## config.mk

```make
export PLATFORM = sky130hd
export DESIGN_NAME = step1_1_reorder_rot
export DESIGN_NICKNAME = d
export VERILOG_FILES = /design/src/rtl/step1_1_reorder_rot.sv
export SDC_FILE = /design/constraint.sdc
export NUM_CORES = 2
export LEC_CHECK = 0
export ABC_CLOCK_PERIOD_IN_PS = 68700
export BUFFER_PORTS_ARGS = -buffer_cell sky130_fd_sc_hd__buf_2
export CAP_MARGIN = 0
export CORE_AREA = 3 3 459 461
export CTS_BUF_LIST = sky130_fd_sc_hd__clkbuf_4 sky130_fd_sc_hd__clkbuf_8
export DETAILED_ROUTE_END_ITERATION = 10
export DIE_AREA = 0 0 462 464
export PLACE_DENSITY = 0.56
export SYNTH_ARGS = -nofsm -noshare
export SYNTH_HDL_FRONTEND = slang
export SYNTH_SLANG_ARGS = --single-unit
```

## constraint.sdc

```tcl
create_clock -name clk -period 68.7 [get_ports clk]
set_clock_uncertainty 0.05 [all_clocks]
set_input_delay 13.74 -clock clk [delete_from_list [all_inputs] [get_ports clk]]
set_output_delay 13.74 -clock clk [all_outputs]
set_load 0.02 [all_outputs]
```

## src/rtl/step1_1_reorder_rot.sv

```systemverilog
// Serialises the stage-1 butterfly add/sub results into one LANES-wide stream: add beats first,
// then buffered sub beats, rotated by -j on odd groups. Macro STEP1_1_OVF_FLAG_EN adds ovf_flag/ovf_cnt.

module step1_1_reorder_rot_lane #(
   parameter int IN_W  = 12,
   parameter int OUT_W = 13
) (
   input  logic             sel_sub_i,
   input  logic             rot_i,
   input  logic [IN_W-1:0]  add_r_i,
   input  logic [IN_W-1:0]  add_i_i,
   input  logic [IN_W-1:0]  sub_r_i,
   input  logic [IN_W-1:0]  sub_i_i,
   output logic [OUT_W-1:0] r_o,
   output logic [OUT_W-1:0] i_o
);
   logic [OUT_W-1:0] ar, ai, sr, si;

   assign ar = {{(OUT_W-IN_W){add_r_i[IN_W-1]}}, add_r_i};
   assign ai = {{(OUT_W-IN_W){add_i_i[IN_W-1]}}, add_i_i};
   assign sr = {{(OUT_W-IN_W){sub_r_i[IN_W-1]}}, sub_r_i};
   assign si = {{(OUT_W-IN_W){sub_i_i[IN_W-1]}}, sub_i_i};

   always_comb begin
      r_o = ar;
      i_o = ai;
      if (sel_sub_i) begin
         if (rot_i) begin
            // Negating after widening keeps -(-2^(IN_W-1)) exact
            r_o = si;
            i_o = -sr;
         end else begin
            r_o = sr;
            i_o = si;
         end
      end
   end
endmodule

module step1_1_reorder_rot #(
   parameter int BLK_CLK = 2,
   parameter int IN_W    = 12,
   parameter int OUT_W   = 13,
   parameter int LANES   = 16
) (
   input  logic                         clk,
   input  logic                         rstn,
   input  logic                         din_valid,
   input  logic [LANES-1:0][IN_W-1:0]   din_add_r,
   input  logic [LANES-1:0][IN_W-1:0]   din_add_i,
   input  logic [LANES-1:0][IN_W-1:0]   din_sub_r,
   input  logic [LANES-1:0][IN_W-1:0]   din_sub_i,
   output logic                         dout_valid,
   output logic [LANES-1:0][OUT_W-1:0]  dout_r,
   output logic [LANES-1:0][OUT_W-1:0]  dout_i,
   output logic                         dout_is_sub,
   output logic                         dout_grp_last,
`ifdef STEP1_1_OVF_FLAG_EN
   output logic                         ovf_flag,
   output logic [7:0]                   ovf_cnt,
`endif
   output logic                         busy
);
   localparam int CNT_W = (BLK_CLK > 1) ? $clog2(BLK_CLK) : 1;
   localparam logic [CNT_W-1:0] LAST = CNT_W'(BLK_CLK - 1);

   localparam logic [1:0] S_IDLE = 2'd0;
   localparam logic [1:0] S_ADD  = 2'd1;
   localparam logic [1:0] S_SUB  = 2'd2;

   logic [1:0]       state_q, state_d;
   logic [CNT_W-1:0] cnt_q, cnt_d;
   logic             odd_q, odd_d;
   logic             vld_q, vld_d;
   logic             sub_q, sub_d;
   logic             last_q, last_d;
   logic             wr_en, sel_sub, drop;

   logic [LANES-1:0][IN_W-1:0]  buf_r_q [BLK_CLK];
   logic [LANES-1:0][IN_W-1:0]  buf_i_q [BLK_CLK];
   logic [LANES-1:0][OUT_W-1:0] dr_q, di_q, dr_d, di_d;

   always_comb begin
      state_d = state_q;
      cnt_d   = cnt_q;
      odd_d   = odd_q;
      vld_d   = 1'b0;
      sub_d   = 1'b0;
      last_d  = 1'b0;
      wr_en   = 1'b0;
      sel_sub = 1'b0;
      drop    = 1'b0;
      case (state_q)
         S_IDLE, S_ADD: begin
            if (din_valid) begin
               wr_en = 1'b1;
               vld_d = 1'b1;
               if (cnt_q == LAST) begin
                  state_d = S_SUB;
                  cnt_d   = '0;
               end else begin
                  state_d = S_ADD;
                  cnt_d   = cnt_q + 1'b1;
               end
            end
         end
         S_SUB: begin
            // Upstream should be idle here; anything arriving is discarded
            drop    = din_valid;
            sel_sub = 1'b1;
            vld_d   = 1'b1;
            sub_d   = 1'b1;
            if (cnt_q == LAST) begin
               last_d  = 1'b1;
               state_d = S_IDLE;
               cnt_d   = '0;
               odd_d   = ~odd_q;
            end else begin
               cnt_d = cnt_q + 1'b1;
            end
         end
         default: state_d = S_IDLE;
      endcase
   end

   for (genvar g = 0; g < LANES; g++) begin : g_lane
      step1_1_reorder_rot_lane #(.IN_W(IN_W), .OUT_W(OUT_W)) u_lane (
         .sel_sub_i (sel_sub),
         .rot_i     (odd_q),
         .add_r_i   (din_add_r[g]),
         .add_i_i   (din_add_i[g]),
         .sub_r_i   (buf_r_q[cnt_q][g]),
         .sub_i_i   (buf_i_q[cnt_q][g]),
         .r_o       (dr_d[g]),
         .i_o       (di_d[g])
      );
   end

   always_ff @(posedge clk) begin
      if (rstn) begin
         state_q <= S_IDLE;
         cnt_q   <= '0;
         odd_q   <= 1'b0;
         vld_q   <= 1'b0;
         sub_q   <= 1'b0;
         last_q  <= 1'b0;
         dr_q    <= '0;
         di_q    <= '0;
         for (int b = 0; b < BLK_CLK; b++) begin
            buf_r_q[b] <= '0;
            buf_i_q[b] <= '0;
         end
      end else begin
         state_q <= state_d;
         cnt_q   <= cnt_d;
         odd_q   <= odd_d;
         vld_q   <= vld_d;
         sub_q   <= sub_d;
         last_q  <= last_d;
         if (vld_d) begin
            dr_q <= dr_d;
            di_q <= di_d;
         end
         if (wr_en) begin
            buf_r_q[cnt_q] <= din_sub_r;
            buf_i_q[cnt_q] <= din_sub_i;
         end
      end
   end

`ifdef STEP1_1_OVF_FLAG_EN
   logic       ovf_flag_q;
   logic [7:0] ovf_cnt_q;

   always_ff @(posedge clk) begin
      if (rstn) begin
         ovf_flag_q <= 1'b0;
         ovf_cnt_q  <= '0;
      end else if (drop) begin
         ovf_flag_q <= 1'b1;
         if (ovf_cnt_q != 8'hFF) ovf_cnt_q <= ovf_cnt_q + 8'd1;
      end
   end

   assign ovf_flag = ovf_flag_q;
   assign ovf_cnt  = ovf_cnt_q;
`endif

   assign dout_valid    = vld_q;
   assign dout_r        = dr_q;
   assign dout_i        = di_q;
   assign dout_is_sub   = sub_q;
   assign dout_grp_last = last_q;
   assign busy          = (state_q != S_IDLE);
endmodule

```

# [Yosys cells after proc, flatten, opt, wreduce, memory -nomap -nowiden]
# Memories as Yosys holds them, arrays and structs flattened. A register that Yosys moved wholly into a read port is not among the register bits.
# Index checks and enable logic that the tools add are counted.
[word_totals] output_inout_bits=420 mem_count=2 ramBits=768 elab_cells=164 ff_bits=423
[op_classes] mux=91 n_addsub=17 eq_ne=4 reduce_logical=10 bitwise_logic=2
[mem_list] name="buf_i_q" depth=2 word_bits=192 rd=1 rd_ports_with_merged_regs=1 write_ports=2 line="80" text="logic [LANES-1:0][IN_W-1:0] buf_i_q [BLK_CLK];"
[mem_list] name="buf_r_q" depth=2 word_bits=192 rd=1 rd_ports_with_merged_regs=1 write_ports=2 line="79" text="logic [LANES-1:0][IN_W-1:0] buf_r_q [BLK_CLK];"
[ops] operator="$mux 13" count=64
[ops] operator="$mux 192" count=2
[ops] operator="$reduce_or 192->1" count=2
[ops] operator="$neg 13->13" count=16
[ops] operator="$mux 1" count=19
[ops] operator="$mux 2" count=3
[ops] operator="$reduce_and 2->1" count=3
[ops] operator="$ne 2x2->1 const B" count=2
[ops] operator="$pmux 1 s2" count=2
[ops] operator="$pmux 2 s2" count=1
[ops] operator="$reduce_bool 2->1" count=2
[ops] operator="$reduce_or 2->1" count=2
[ops] operator="$eq 2x1->1 const B" count=1
[ops] operator="$eq 2x2->1 const B" count=1
[ops] operator="$logic_not 2->1" count=1
[ops] operator="$not 1->1" count=2
[ops] operator="$add 1x1->1 const B" count=1

# [Depth between registers and ports, before layout]
[logic_depth] ltp_word=8 ltp_mapped=12 ltp_nobuf=8

# [Hierarchy]
# From an unflattened synthesis, not the netlist that was laid out.
[hier_totals] hier_cells=5938 hier_area_um2=64690.8
[by_module_without_submodules] module="step1_1_reorder_rot" area_per_inst_um2=52118.7 n_inst=1 cells_per_inst=3970
[by_module_without_submodules] module="step1_1_reorder_rot_lane" area_per_inst_um2=785.8 n_inst=16 cells_per_inst=123

# [Worst setup path after synthesis]
# No wires, ideal clock.
[synth_timing] kind="input to register" start="input din_valid" end="memory buf_i_q[0][0] (netlist name) (enable)" slack_ns=25.895 path_buffers=3 path_stages=5 t_arrival_ns=41.092 t_required_ns=66.987 setup_time_ns=1.663 cell_sequence="nand2b_1 clkbuf_1 clkbuf_1 clkbuf_1 o21ai_0"
[synth_rtl] item="start: declaration" line="48" text="input logic din_valid,"
[synth_rtl] item="end: declaration" line="80"

==> run_results.csv <==
group,metric,value,unit
outcome,status,"complete, no violations",
cells_and_area,final_nets,7211,
critical_path,startpoint_type,"primary input",
drt,post-route-drc-count,0,
clock_tree,htree_levels,4,
logic_synthesis,synth_top_family_by_area,"simple AND/OR/NAND/NOR gates",
logic_synthesis,ys.flop_type,"edfxtp_1",
placed_design,gp_congestion,0.932,
drt,wl_per_cell,32.1,um
critical_path,endpoint_kind,"register",
critical_path,crit_path_max_fanout,59,
logic_synthesis,ys_seq_area_share,54.4,%
power_and_ir_drop,seqPwrFrac,42.2,%
logic_synthesis,yosys.area.top_type,"edfxtp_1",
drt,drt-vias-per-instance,5.37,
global_routing,grt_pass1_vias,48500,
drt,initialDrtViolationCount,5082,
logic_synthesis,synthDistinctLibCells,73,
clock_tree,clock-root-buffer,"clkbuf_8",
placed_design,dpl.hpwl,217,mm
critical_path,cp_common_cell,"buf_4",
drt,vias,50500,
clock_tree,postCtsSetupBuffers,0,
clock_tree,clk_pin_slew,0.06,ns
placed_design,dp_slack,49.76,ns
clock_tree,postCtsHoldBufs,0,
sta,fin_crit_sh,26.1,%
global_routing,grt_max_degree,183,
global_routing,grt_util_all_layers,26.9,%
logic_synthesis,synth_cells,5368,
critical_path,rr_worst_depth,10,
cells_and_area,drive_gt1_share,28.1,%
critical_path,slowest_stage,"buf_4",
drt,routed_wirelength,302,mm
floorplanning,pin_count,1191,
drt,postRouteAntennaNets,0,
power_and_ir_drop,p_sw_share,33.3,%
logic_synthesis,synth-xor-area-share,2.79,%
logic_synthesis,syn_avg_cell_area,10.7,um^2
logic_synthesis,synth_fp_nets,6155,
power_and_ir_drop,p_per_area,29.5,nW/um^2
cells_and_area,fin_area,70700,um^2
critical_path,crit_chain,"buf_4, nand2b_4, o21ai_4, buf_4, buf_4, buf_4, buf_4",
power_and_ir_drop,pwr-share-comb,22.8,%
min_path,min_path_type,"register to register",
critical_path,slowest_delay,0.84,ns
sta,tightest_slew,1.22,ns
clock_tree,cts_resized,0,
min_path,timing.hold.worst_path_depth,2,
power_and_ir_drop,pwr-share-clk,34.9,%
clock_tree,clock_sinks,1176,
clock_tree,clockBufferDepth,3,
drt,dr.pass1.iters,5,
logic_synthesis,synth_warnings,0,
floorplanning,die_w,462,um
global_routing,grt_pass1_wl,402,mm
floorplanning,coreArea,207000,um^2
clock_tree,clkLatencyLatePin,0.97,ns
sta,slew_viol_final,0,
sta,fin_setup_tns,0,ns
critical_path,arrival,18.43,ns
floorplanning,dieArea,214000,um^2
critical_path,path_depth,7,
critical_path,crit_type,"primary input to register",
sta,slew_headroom,18.5,%
logic_synthesis,synthArstFlopShare,0,%
logic_synthesis,synth_edf_count,768,
sta,max_freq,55.9,MHz
critical_path,critical_path_buf_inv_count,5,
cells_and_area,area_delta_synth_final,23.1,%
floorplanning,rows,167,
floorplanning,start_util,27.8,%
job,maxCapViolCount,0,
power_and_ir_drop,irDropWorstVdd,0.0184,mV
critical_path,critical-path-top-delay-family,"buffers and inverters",
cells_and_area,n_fill_cell,21200,
placed_design,io_buffer_count,1190,
floorplanning,die_y,464,um
logic_synthesis,synth_compound_area_share,12.0,%
critical_path,required,69.23,ns
sta,setup_violations,0,
logic_synthesis,syn-cell-area,57400,um^2
power_and_ir_drop,p_switching,0.694,mW
logic_synthesis,synthMuxAreaShare,8.26,%
clock_tree,numCtsBuffers,212,
power_and_ir_drop,internal_power,1.39,mW
logic_synthesis,synth_area_leaders,"edfxtp_1 (40%), dfxtp_1 (14%), and2_1 (8.6%), mux2i_1 (4.8%), nand2_1 (4.1%)",
sta,timing.final.ws_setup,50.80,ns
logic_synthesis,synth_top_area_share,40.2,%
clock_tree,cts_tree,"yes",
global_routing,grt_overflow_total,0,
global_routing,antenna_found_initial,155,
placed_design,dpl_cell_area,65800,um^2
power_and_ir_drop,leakagePower,28.6,nW
sta,timing.final.crit_period,17.90,ns
sta,hold_viol_final,0,
sta,grt_setup_unrepaired,"no",
logic_synthesis,ys_ff_latch,1176,
logic_synthesis,synthSimpleGateAreaFrac,18.9,%
logic_synthesis,synth_fa_ha_area_share,0.349,%
[cells in the final DEF, fill, tap and decap left out, types with 86 or more instances in the layout]
master | netlist | layout
nor3_1 | 114 | 112
and2_1 | 793 | 793
nand2_1 | 633 | 623
edfxtp_1 | 768 | 768
a21oi_1 | 264 | 264
clkbuf_8 | 0 | 249
diode_2 | 0 | 86
mux2_2 | 124 | 124
nor2_1 | 315 | 311
dfxtp_1 | 408 | 405
o21ai_0 | 113 | 112
buf_2 | 47 | 1188
xnor2_1 | 106 | 106
a211oi_1 | 116 | 116
clkbuf_4 | 0 | 94
a311oi_1 | 132 | 132
mux2i_1 | 276 | 276
[registers in the layout (all words and copies together) (netlist names), named ones only]
name / count
state_q: 2
dout_grp_last: 1
odd_q: 1
dout_r: 192
dout_valid: 1
buf_r_q: 384
dout_is_sub: 1
buf_i_q: 384
dout_i: 208
cnt_q: 1
[per-layer routing]
| metal | vias to the layer above | wire length (um) | global-route usage, % |
|---|---|---|---|
| li1 | 21800 | - | - |
| met1 | 25100 | 119000 | 33.3 |
| met2 | 2892 | 133000 | 40.7 |
| met3 | 614 | 36000 | 10.8 |
| met4 | 72 | 13900 | 12.6 |
| met5 | - | 469 | 0 |
[worst paths after layout]
kind	from	to	slack (ns)
min	dout_r[56]	dout_r[56]	0.43
max	din_valid	buf_r_q[0][109]	50.80
min reg2reg	dout_r[56]	dout_r[56]	0.43
max reg2reg	register	dout_i[38]	63.32
[power by group through the flow]
stage,registers (mW),logic [mW],clock network (mW)
after floorplan,0.941,0.248,0
after global placement,0.891,0.470,0
after detailed placement,0.893,0.473,0
after CTS,0.879,0.475,0.739
after global routing,0.887,0.506,0.772
final,0.880,0.476,0.728
[Yosys cell counts (all sizes together), types with 11 or more instances]
cell type  number
o311a          56
dfxtp         408
mux4           24
a21oi         264
nor3b          20
o22ai          62
clkbuf        321
mux2i         279
nand2         633
and2          793
a31oi          11
nand3          70
edfxtp        768
a311oi        132
nor2          315
nor4b          13
o221ai         81
or3            17
a221oi         30
and3           26
o21ai         116
nor3          114
xor2           77
inv            22
a22oi          18
nor2b          23
buf           112
mux2          124
o211ai         17
nand3b         29
ha             16
xnor2         106
a211oi        116
nor4           42
[cell families (layout without fill, tap and decap cells)]
family / count (synthesis) / count (layout)
buffers and inverters: 456 / 1704
DFF: 1176 / 1176
xor gates and xnor gates: 183 / 183
muxes: 427 / 427
and+or+nand+nor: 2126 / 2126
other: 0 / 86
adders and majority gates: 16 / 16
AOI/OAI and AO/OA: 984 / 984
[per-stage QoR]
stage	hold WS [ns]	cells	util, %	power (mW)
2_1_floorplan	0.427	5368	-	1.19
3_3_place_gp	0.421	8914	31.8	1.36
3_5_place_dp	0.423	8914	31.8	1.37
4_1_cts	0.436	9320	34.1	2.09
5_1_grt	0.460	9375	34.1	2.16
6_report	0.435	9406	34.2	2.08
[worst reg2reg max path, stage by stage, from the launching register on]
cell and delay [ns]:
dfxtp_4 0.66, buf_4 0.47, buf_4 0.69, buf_4 0.67
buf_4 0.73, mux2i_2 0.54, ha_1 0.29, o211ai_1 0.27
nor2_1 0.34, a21oi_1 0.19, o311a_1 0.37
[cell type report]
cell class | instances | area (um^2) | share of cell area, %
clock inverters | 63 | 500 | 0.708
flip-flops and latches | 1176 | 31200 | 44.2
well taps | 2704 | 3380 | 4.79
diodes | 86 | 215 | 0.304
repair buffers | 1275 | 6670 | 9.44
clock buffers | 343 | 4130 | 5.85
multi-input cells | 3736 | 24400 | 34.6
inverters | 23 | 98.8 | 0.140
Power figures use the tool's default switching activity.
